**src/rtl/csr_cnt_pkg.sv**
```systemverilog
// Shared types and address map for the cycle/instret counter CSR controller.
package csr_cnt_pkg;

   localparam int CSR_XLEN  = 32;
   localparam int CSR_CNT_W = 64;

   typedef enum logic [1:0] {
      OP_READ  = 2'd0,
      OP_WRITE = 2'd1,
      OP_SET   = 2'd2,
      OP_CLEAR = 2'd3
   } csr_op_e;

   typedef enum logic [1:0] {
      IDLE = 2'd0,
      EXEC = 2'd1,
      RESP = 2'd2
   } state_e;

   localparam logic [11:0] ADDR_CYCLE         = 12'hC00;
   localparam logic [11:0] ADDR_CYCLEH        = 12'hC80;
   localparam logic [11:0] ADDR_INSTRET       = 12'hC02;
   localparam logic [11:0] ADDR_INSTRETH      = 12'hC82;
   localparam logic [11:0] ADDR_MCYCLE        = 12'hB00;
   localparam logic [11:0] ADDR_MCYCLEH       = 12'hB80;
   localparam logic [11:0] ADDR_MINSTRET      = 12'hB02;
   localparam logic [11:0] ADDR_MINSTRETH     = 12'hB82;
   localparam logic [11:0] ADDR_MCOUNTINHIBIT = 12'h320;

   localparam int INH_CY = 0;
   localparam int INH_IR = 2;

   // The whole 0xCxx page is the user read-only counter shadow space.
   function automatic logic is_ro_page(input logic [11:0] addr);
      return addr[11:8] == 4'hC;
   endfunction

endpackage

```
**src/rtl/csr_counter_ctrl_counter64.sv**
```systemverilog
// Free-running counter built from two halves; a half write wins over increment.
module csr_counter64 #(
   parameter int HALF_W = 32
) (
   input  logic                  clk,
   input  logic                  rst,
   input  logic                  inc_en,
   input  logic                  wr_lo,
   input  logic                  wr_hi,
   input  logic [HALF_W-1:0]     wdata,
   output logic [2*HALF_W-1:0]   cnt
);

   localparam logic [2*HALF_W-1:0] ONE = {{(2*HALF_W-1){1'b0}}, 1'b1};

   logic [2*HALF_W-1:0] cnt_q, cnt_d;

   // Untouched half holds during a write so the written value reads back exactly.
   always_comb begin
      cnt_d = cnt_q;
      if (wr_lo || wr_hi) begin
         if (wr_lo) cnt_d[HALF_W-1:0]        = wdata;
         if (wr_hi) cnt_d[2*HALF_W-1:HALF_W] = wdata;
      end else if (inc_en) begin
         cnt_d = cnt_q + ONE;
      end
   end

   always_ff @(posedge clk or posedge rst) begin
      if (rst) cnt_q <= '0;
      else     cnt_q <= cnt_d;
   end

   assign cnt = cnt_q;

endmodule

```
**src/rtl/csr_counter_ctrl.sv**
```systemverilog
// CSR access point for cycle/instret/mcountinhibit: IDLE -> EXEC -> RESP handshake.
module csr_counter_ctrl
   import csr_cnt_pkg::*;
#(
   parameter int XLEN  = CSR_XLEN,
   parameter int CNT_W = CSR_CNT_W
) (
   input  logic             clk,
   input  logic             rst,
   input  logic             req_valid,
   output logic             req_ready,
   input  logic [1:0]       req_op,
   input  logic [11:0]      req_addr,
   input  logic [XLEN-1:0]  req_wdata,
   output logic             resp_valid,
   input  logic             resp_ready,
   output logic [XLEN-1:0]  resp_rdata,
   output logic             resp_err,
   input  logic             retire
);

   state_e            state_q, state_d;
   csr_op_e           op_q, op_d;
   logic [11:0]       addr_q, addr_d;
   logic [XLEN-1:0]   wdata_q, wdata_d;
   logic [XLEN-1:0]   rdata_q, rdata_d;
   logic              err_q, err_d;
   logic              inh_cy_q, inh_cy_d;
   logic              inh_ir_q, inh_ir_d;

   logic [CNT_W-1:0]  cyc_cnt, ins_cnt;
   logic [XLEN-1:0]   old_val, new_val;
   logic              sel_cyc, sel_ins, sel_inh, sel_hi, mapped;
   logic              has_write, acc_err, commit;

   // Address decode and read-modify-write of the latched request.
   always_comb begin
      old_val = '0;
      sel_cyc = 1'b0;
      sel_ins = 1'b0;
      sel_inh = 1'b0;
      mapped  = 1'b1;
      sel_hi  = addr_q[7];
      case (addr_q)
         ADDR_CYCLE, ADDR_MCYCLE: begin
            sel_cyc = 1'b1;
            old_val = cyc_cnt[XLEN-1:0];
         end
         ADDR_CYCLEH, ADDR_MCYCLEH: begin
            sel_cyc = 1'b1;
            old_val = cyc_cnt[CNT_W-1:XLEN];
         end
         ADDR_INSTRET, ADDR_MINSTRET: begin
            sel_ins = 1'b1;
            old_val = ins_cnt[XLEN-1:0];
         end
         ADDR_INSTRETH, ADDR_MINSTRETH: begin
            sel_ins = 1'b1;
            old_val = ins_cnt[CNT_W-1:XLEN];
         end
         ADDR_MCOUNTINHIBIT: begin
            sel_inh         = 1'b1;
            old_val[INH_CY] = inh_cy_q;
            old_val[INH_IR] = inh_ir_q;
         end
         default: mapped = 1'b0;
      endcase

      case (op_q)
         OP_WRITE: new_val = wdata_q;
         OP_SET:   new_val = old_val | wdata_q;
         OP_CLEAR: new_val = old_val & ~wdata_q;
         default:  new_val = old_val;
      endcase

      // SET/CLEAR with a zero mask is a pure read, so it is legal on read-only CSRs.
      has_write = (op_q == OP_WRITE) ||
                  ((op_q == OP_SET || op_q == OP_CLEAR) && (wdata_q != '0));
      acc_err   = !mapped || (is_ro_page(addr_q) && has_write);
      commit    = (state_q == EXEC) && has_write && !acc_err;
   end

   always_comb begin
      inh_cy_d = inh_cy_q;
      inh_ir_d = inh_ir_q;
      if (commit && sel_inh) begin
         inh_cy_d = new_val[INH_CY];
         inh_ir_d = new_val[INH_IR];
      end
   end

   csr_counter64 #(.HALF_W(XLEN)) u_cycle (
      .clk    (clk),
      .rst    (rst),
      .inc_en (!inh_cy_q),
      .wr_lo  (commit && sel_cyc && !sel_hi),
      .wr_hi  (commit && sel_cyc && sel_hi),
      .wdata  (new_val),
      .cnt    (cyc_cnt)
   );

   csr_counter64 #(.HALF_W(XLEN)) u_instret (
      .clk    (clk),
      .rst    (rst),
      .inc_en (retire && !inh_ir_q),
      .wr_lo  (commit && sel_ins && !sel_hi),
      .wr_hi  (commit && sel_ins && sel_hi),
      .wdata  (new_val),
      .cnt    (ins_cnt)
   );

   always_comb begin
      state_d   = state_q;
      op_d      = op_q;
      addr_d    = addr_q;
      wdata_d   = wdata_q;
      rdata_d   = rdata_q;
      err_d     = err_q;
      req_ready = 1'b0;
      case (state_q)
         IDLE: begin
            req_ready = 1'b1;
            if (req_valid) begin
               op_d    = csr_op_e'(req_op);
               addr_d  = req_addr;
               wdata_d = req_wdata;
               state_d = EXEC;
            end
         end
         EXEC: begin
            rdata_d = acc_err ? '0 : old_val;
            err_d   = acc_err;
            state_d = RESP;
         end
         RESP: begin
            if (resp_ready) state_d = IDLE;
         end
         default: state_d = IDLE;
      endcase
   end

   always_ff @(posedge clk or posedge rst) begin
      if (rst) begin
         state_q  <= IDLE;
         op_q     <= OP_READ;
         addr_q   <= '0;
         wdata_q  <= '0;
         rdata_q  <= '0;
         err_q    <= 1'b0;
         inh_cy_q <= 1'b0;
         inh_ir_q <= 1'b0;
      end else begin
         state_q  <= state_d;
         op_q     <= op_d;
         addr_q   <= addr_d;
         wdata_q  <= wdata_d;
         rdata_q  <= rdata_d;
         err_q    <= err_d;
         inh_cy_q <= inh_cy_d;
         inh_ir_q <= inh_ir_d;
      end
   end

   // Decoded straight from the state flop so an async reset drops it at once.
   assign resp_valid = (state_q == RESP);
   assign resp_rdata = rdata_q;
   assign resp_err   = err_q;

endmodule
```
**config.mk**
```make
export PLATFORM = sky130hd
export DESIGN_NAME = csr_counter_ctrl
export DESIGN_NICKNAME = d
export VERILOG_FILES = /design/src/rtl/csr_cnt_pkg.sv /design/src/rtl/csr_counter_ctrl_counter64.sv /design/src/rtl/csr_counter_ctrl.sv
export SDC_FILE = /design/constraint.sdc
export NUM_CORES = 1
export LEC_CHECK = 0
export CAP_MARGIN = 10
export CORE_MARGIN = 5
export CORE_UTILIZATION = 56
export CTS_BUF_LIST = sky130_fd_sc_hd__clkbuf_4
export CTS_CLUSTER_SIZE = 24
export DETAILED_ROUTE_END_ITERATION = 8
export PLACE_DENSITY = 0.79
export SYNTH_ARGS = -nofsm -noshare
export SYNTH_HDL_FRONTEND = slang
export SYNTH_SLANG_ARGS = --single-unit
```
**constraint.sdc**
```tcl
create_clock -name clk -period 7.6 [get_ports clk]
set_clock_uncertainty 0.1 [all_clocks]
set_input_delay 1.52 -clock clk [delete_from_list [all_inputs] [get_ports clk]]
set_output_delay 1.52 -clock clk [all_outputs]
set_load 0.1 [all_outputs]
```
* Word level (Yosys, flattened, before mapping) *
Index checks and enable logic that the tools add are counted.

storage, ports and cells
  register bits = 211
  output and inout port bits = 35
  word-level logic and storage cells = 98

operators by class
  $add $sub $neg = 2
  equality and inequality tests = 22
  mux-type cells = 22
  bitwise gates (word level) = 3
  reduce and logical (&&, ||, !) cells = 37

operators by type and width
  operator                 number
  $mux W64                 4
  $mux W32                 5
  $add A64 B1 Y64 const B  2
  $pmux W29 S4             1
  $eq A12 B12 Y1 const B   8
  $pmux W32 S3             1
  $and A32 B32 Y32         1
  $not A32 Y32             1
  $or A32 B32 Y32          1
  $reduce_bool A32 Y1      1
  $eq A12 B10 Y1 const B   1
  $logic_and A1 B1 Y1      12
  $ne A2 B1 Y1 const B     6
  $reduce_and A2 Y1        6
  $pmux W1 S5              2
  $reduce_or A9 Y1         1
  $reduce_or A2 Y1         4
  $reduce_or A4 Y1         2
  $eq A2 B2 Y1 const B     3
  $pmux W2 S3              1
  $logic_or A1 B1 Y1       5
  $mux W1                  5
  $eq A2 B1 Y1 const B     2
  $eq A4 B4 Y1 const B     1
  other kinds (6)          10

* Depth between registers and ports, before layout *
Gate-level depths: netlist of run 1.

  word-level depth = 13
  mapped depth = 10
  gate-level depth less buffers = 8

* Modules after synthesis *
A second synthesis of run 1 with hierarchy kept.

second synthesis, totals
  cell total of the unflattened synthesis = 1530
  area, all modules = 13695.6 sq um

by module, submodules not included
  module                      times used  cells an instance  area each (sq um)  sequential area each (sq um)
  csr_counter_ctrl            1           491                5138.7             2077.0
  csr_counter64 at u_cycle    1           516                4314.1             1601.5
  csr_counter64 at u_instret  1           523                4242.8             1601.5

* Worst setup path after synthesis of run 1 *
No wires, ideal clock.

  kind = register to register
  start = register state_q[0]
  end = register addr_q[10]
  setup time = 0.125 ns
  data arrival time = 3.071 ns
  data required time = 7.375 ns
  setup slack = 4.304 ns
  stages on the path, launching flop included = 7
  clock period less this slack = 3.296 ns
  cells stage by stage = dfrtp_1 > nor2_1 > and2_1 > clkbuf_1 > buf_1 > buf_1 > mux2_2

on the way
  longest elaborated chain between the ends = 2

ends and longest elaborated chain
  what                                RTL line                 source
  start: declaration                  csr_counter_ctrl.sv:22   state_e state_q, state_d;
  start signal: assignment            csr_counter_ctrl.sv:153  state_q <= state_d;
  $logic_not A2 Y1                    csr_counter_ctrl.sv:120  case (state_q)
  $reduce_and A2 Y1 (no source line)  -
  end signal: assignment              csr_counter_ctrl.sv:155  addr_q <= addr_d;
  end: declaration                    csr_counter_ctrl.sv:24   logic [11:0] addr_q, addr_d;

Every way passes these cells.
A chain may end at the register's enable or synchronous reset.

* Worst setup path after layout of run 1 *
  start = register state_q[0]
  end = output resp_valid

on the way
  longest elaborated chain between the ends = 1

ends and longest elaborated chain
  what              RTL line                 source
  $eq A2 B2 Y1      csr_counter_ctrl.sv:165  assign resp_valid = (state_q == RESP);
  end: declaration  csr_counter_ctrl.sv:15   output logic resp_valid,

Every way passes these cells.

==> results.md, run 1 <==
- Register area share after synthesis: around two fifths
- Post-Syn Nets: about 1.4k
- Overall die height: about 160 µm
- Largest delay contributor family on the critical path: buffers and inverters
- Global route overflow: 0
- Antenna violations before repair: 1
- Cell Pwr Density: slightly below 300 mW/mm²
- DR iter-0 viols: 1767
- Post-CTS Setup Inserts: 0
- Clock power share: 22.9%
- Row count: 55
- Slew of the pin with the lowest slew margin: approximately 1.2 ns
- Avg Cell Area, Syn: ~9.5 µm²
- Design area: 0.0143 mm²
- Relative slew slack: between 20% and 30%
- Fillers: about 1.9k
- Unique cell type count in the Yosys netlist: 80
- Initial cell density of the core: around 56%
- Hold Path Stages: 2
- Critical-path cell list: nand2b_1, inv_1, clkdlybuf4s50_1
- Run status: completed
- Max-cap viol count: 0
- Required @ worst endpoint: approximately 6.0 ns
- # IOs: 86
- P_sw: around 1.8 mW
- Worst Setup End Kind: output pin
- # hold bufs at CTS: 0
- Post-Route WL: roughly 44000 µm
- CTS tree: yes
- Core Region: 0.0225 mm²
- Post-detail-place hpwl: ~31000 µm
- Fin crit period: 4.05 ns
- Part of the power in registers: a little under two fifths
- Die X: roughly 160 µm
- P&R area growth vs syn: 12.9%
- GPL Wtd Cong: between 1 and 1.5
- Root Buffer: clkbuf_4
- Yosys top cell by area: dfrtp_1
- H-tree depth: 2
- Post-layout nets: approximately 1.5k
- Slowest stage cell, crit path: clkdlybuf4s50_1
- Gate Count Post-Synth: 1333
- Area contributors post-synth: dfrtp_1, mux4_2, nand2_1
- Most common cell in the netlist: dfrtp_1
- Pre-antenna DRT Iters: 6
- Power Internal: ~2.4 mW
- # resized after CTS: 0
- Startpoint Class: flip-flop
- DP Cell Count: 1635
- Sw frac: between 40% and 50%
- Synth Cell Area: between 0.01 and 0.015 mm²
- Synth top cells by count: dfrtp_1, nand2_1, nor2_1
- Clock buffer depth: 3
- Post-synth top area share: 41.6%
- VDD IR max: 218 µV
- HP Class: reg2reg
- WP buf/inv: 2
- Reg area: roughly 0.0053 mm²
- Largest net degree at the start of global routing: approximately 120
- Port bufs: 85
- Die ar.: about 0.026 mm²
- Global-route wire length before repair: between 60000 and 70000 µm
- Clock Sink Count: 211
- Inserted Clock Buffers: 57
- Cells on worst reg2reg path: 7
- Multi-input logic area: 0.00699 mm²
- Fin crit share: a little over half
- Max Clock Freq: roughly 250 MHz
- Max Slew Vio Count: 0
- Synth Warn #: 0
- Leakage power: 5.67 nW
- GRT Overall Usage: between 30% and 40%
- Synth async-reset ratio: between 90% and 100%
- Critical Path AT: roughly 2.4 ns
- DR vias: between 10k and 15k
- Placed Area: ~0.014 mm²
- Clock latency on the worst-skew pair: approximately 0.73 ns
- RSZ-0062 raised after global routing: no
- Post-DR vias/cell: roughly 7.1
- Hold Violations, Final: 0
- Post-synth EDFFs: 0
- Final setup vio count: 0
- Final TNS setup: 0 ns
- Worst-path fanout max: 3
- Cell depth of the worst setup path: 3
- Crit-path max cell delay: 1.12 ns
- #FFs+latches synth: around 210
- Share of cells above drive strength 1: about 16%
- DRT antenna net count: 0
- Vias in the first global route: 11.7k
- Critical path class: reg2out
- DR DRC count: 0
- Combinational Power Share: roughly 40%
- Average wire per cell in the routed design: between 20 and 30 µm
- Clk pin slew, worst setup/hold paths: 0.07 ns
- Final non-filler cell total: about 1.7k
- Synth Flop Type: dfrtp_1
- Post-route total power: between 4 and 5 mW
## placed cells by master (no fill, tap or decap), drive strengths merged, types with 4 or more instances in the layout
cell type and instances:
mux2 48, a22oi 15, a32o 12, a221oi 36
nand2b 13, mux4 32, o31ai 8, a311oi 9
o21a 4, o211ai 5, clkbuf 78, nor3 64
clkinv 17, and3 34, nor2 108, nand3b 4
o22ai 11, a22o 26, or4 9, or2 8
inv 17, o31a 4, or3 7, and2 18
xnor2 30, o21ai 56, buf 15, a21oi 64
o221ai 5, a21o 4, nand2 171, and4 11
dfrtp 211, nor4 32, nand3 48, a211oi 46
clkdlybuf4s50 85, nand4 44
## power by group through the flow
| stage | logic [mW] | clock network, mW | registers [mW] |
|---|---|---|---|
| 3_5_place_dp | 1.59 | 0 | 1.61 |
| 2_1_floorplan | 1.15 | 0 | 1.51 |
| 4_1_cts | 1.60 | 0.978 | 1.59 |
| 6_report | 1.67 | 0.969 | 1.60 |
| 5_1_grt | 1.74 | 1.04 | 1.63 |
| 3_3_place_gp | 1.57 | 0 | 1.59 |
## final cells by class
class | instances | area share (%)
diodes | 1 | 0.0175
clock buffers | 78 | 4.09
clock inverters | 18 | 0.533
inverters | 16 | 0.472
multi-input cells | 1023 | 48.8
flip-flops and latches | 211 | 36.9
well taps | 285 | 2.49
repair buffers | 100 | 6.73
## stage by stage
| stage | util [%] | hold slack [ns] | setup WS (ns) |
|---|---|---|---|
| 2_1_floorplan | - | 0.356 | 0.214 |
| 3_5_place_dp | 60.7 | 0.370 | 3.38 |
| 4_1_cts | 63.6 | 0.385 | 3.52 |
| 5_1_grt | 63.6 | 0.409 | 3.46 |
| 3_3_place_gp | 60.7 | 0.365 | 3.39 |
| 6_report | 63.6 | 0.383 | 3.55 |
## path summary, 6_finish.rpt
check | start | end | slack (ns)
setup / recovery | state_q[0] | resp_valid | 3.55
hold / removal | resp_rdata[12] | resp_rdata[12] | 0.38
setup reg to reg | wdata_q[21] | u_instret.cnt[18] | 3.78
hold reg to reg | resp_rdata[12] | resp_rdata[12] | 0.38
max in group asynchronous | rst | u_instret.cnt[34] | 4.92
min in group asynchronous | rst | state_q[0] | 1.27
## sequential cells by signal (all words and copies together) (netlist names)
name / flops
inh_cy_q: 1
op_q: 2
inh_ir_q: 1
wdata_q: 32
u_instret.cnt: 64
state_q: 2
u_cycle.cnt: 64
addr_q: 12
resp_rdata: 32
resp_err: 1
## routing by layer
layer,vias to the layer above,share of wire (%),track usage [%]
met5,-,0,0
met1,5886,38,45.3
met4,0,4.7,14.0
li1,5279,-,-
met2,919,43,49.7
met3,196,14,10.8
## worst min-delay path, cell delays in order (launching register included)
cell and delay [ns]:
dfrtp_1 0.34, nand2_1 0.05, o21ai_0 0.06
## logic make-up after synthesis
| kind of cell | count (synthesis) | share of synthesized area, % |
|---|---|---|
| flip-flops | 211 | 41.6 |
| XOR/XNOR | 30 | 2.07 |
| AO/OA/AOI/OAI | 327 | 18.6 |
| adder cells (fa/ha/maj) | 2 | 0.197 |
| buffers and inverters | 99 | 3.52 |
| multiplexers | 82 | 10.1 |
| AND/OR/NAND/NOR | 582 | 23.9 |
Power figures use the tool's default switching activity.
==> run 2, diff against run 1 <==
==> constraint.sdc (replaced) <==
create_clock -name clk -period 3.3 [get_ports clk]
set_clock_uncertainty 0.1 [all_clocks]
set_input_delay 0.66 -clock clk [delete_from_list [all_inputs] [get_ports clk]]
set_output_delay 0.66 -clock clk [all_outputs]
set_load 0.1 [all_outputs]
==> results.md, run 2 (synthesis results as in run 1) <==
- # IOs: 86
- RSZ-0062 raised after global routing: no
- Initial cell density of the core: between 50% and 60%
- Worst R2R Start: wdata_q[21]
- Post-CTS Setup Inserts: 0
- Final setup vio count: 0
- Cell Pwr Density: between 600 and 700 mW/mm²
- Average wire per cell in the routed design: roughly 26 µm
- Worst-path fanout max: 25
- Die X: around 160 µm
- Relative slew slack: a little under a quarter
- Antenna violations before repair: 2
- Max-cap viol count: 0
- Fin crit period: ~3.2 ns
- Largest net degree at the start of global routing: 53
- Post-detail-place hpwl: around 35000 µm
- DR vias: around 13k
- Max Slew Vio Count: 0
- Share of cells above drive strength 1: between 20% and 30%
- DRT antenna net count: 0
- Run status: completed
- Crit-path max cell delay: roughly 0.59 ns
- Post-DR vias/cell: 7.01
- Critical path class: reg2reg
- Clock Sink Count: between 200 and 250
- Fin crit share: about 96%
- Pre-antenna DRT Iters: 8
- CTS tree: yes
- Worst setup margin: around 0.14 ns
- P&R area growth vs syn: 16.5%
- HP Class: in2async
- GRT Overall Usage: 35.5%
- Root Buffer: clkbuf_4
- DR iter-0 viols: 1765
- Fillers: between 1.5k and 2k
- Max Clock Freq: around 320 MHz
- Slew of the pin with the lowest slew margin: roughly 1.2 ns
- Global route overflow: 0
- Most common cell after layout, fill and taps aside: dfrtp_1
- Required @ worst endpoint: 3.80 ns
- Inserted Clock Buffers: 57
- Port bufs: between 80 and 90
- Vias in the first global route: 12.0k
- DR DRC count: 0
- Clk pin slew, worst setup/hold paths: 0.07 ns
- Critical-path cell list: nor4_2, nand3_1, or4_1, buf_4, nand4_4, buf_4, buf_4, and4_1, nor3_1, a211oi_1
- Startpoint Class: flip-flop
- Overall die height: approximately 160 µm
- GPL Wtd Cong: between 1 and 1.5
- Clock buffer depth: 3
- Hold Violations, Final: 0
- Slowest stage cell, crit path: or4_1
- Crit path from: wdata_q[21]
- Die ar.: 0.0258 mm²
- Most frequent cells in the layout: dfrtp_1, nand2_1, buf_4
- H-tree depth: 2
- Critical Path AT: 3.66 ns
- Post-layout nets: 1527
- Leakage power: 6.07 nW
- Worst Setup End Kind: flip-flop
- Clock latency on the worst-skew pair: 0.70 ns
- Setup Slack @ Placement: between 0.04 and 0.05 ns
- Reg2Reg Setup Slack: 0.14 ns
- Reg area: approximately 0.0053 mm²
- Hold slack: 0.261 ns
- Post-Route WL: between 40000 and 50000 µm
- Core Region: 0.0225 mm²
- Row count: 55
- VDD IR max: 579 µV
- Most frequent cell on the critical path: buf_4
- Global-route wire length before repair: roughly 71000 µm
- Post-layout util: between 60% and 70%
- Multi-input logic area: 0.00699 mm²
[run 2: layout make-up]
type / count / area share (%)
Multi-Input combinational cell: 1023 / 47.3
Timing Repair Buffer: 165 / 9.74
Inverter: 16 / 0.432
Tap cell: 285 / 2.41
Sequential cell: 211 / 35.8
Antenna cell: 2 / 0.0339
Clock inverter: 9 / 0.229
Clock buffer: 80 / 4.07
[run 2: stage by stage]
step	area (µm²)	total power [mW]	std cells	setup TNS (ns)
floorplan	12700	6.13	1333	-42.66
global placement	14100	7.66	1700	0
detailed placement	14100	7.72	1700	0
CTS	14800	9.92	1789	0
global route	14800	10.5	1790	0
finish	14800	10.1	1791	0
[run 2: final timing paths]
check / endpoint / cells past startpoint
max: u_cycle.cnt[49] / 10
min: resp_rdata[5] / 2
max reg2reg: u_cycle.cnt[49] / 10
min reg2reg: resp_rdata[25] / 2
max in group asynchronous: addr_q[7] / 3
min in group clk: resp_rdata[25] / 2
[run 2: worst max-delay path, delay by kind of cell (launching register included)]
| kind | cells | cell delay [ns] |
|---|---|---|
| buffers and inverters | 3 | 0.60 |
| AO/OA/AOI/OAI | 1 | 0.27 |
| flip-flops | 1 | 0.43 |
| AND/OR/NAND/NOR | 6 | 1.66 |
[run 2: where the power goes]
part           switching [mW]  internal [mW]  leakage (nW)  total (mW)
clock                    1.10           1.09         0.385        2.19
sequential              0.699           3.04          2.68        3.74
combinational            2.49           1.66          3.00        4.15
total                    4.28           5.80          6.07        10.1
[run 2: what timing repair did]
item | in CTS | in global routing
gates resized for setup | 0 | 1
hold buffers | 0 | 0
setup endpoints to repair | 0 | 8
[run 2: metal layers]
layer  vias up  global-route usage, %  part of all wire [%]
li1       5402                      -                     -
met1      6010                   49.8                    39
met2       943                   51.9                    43
met3       206                   8.67                    13
met4         0                   17.0                   5.8
met5         -                      0                     0
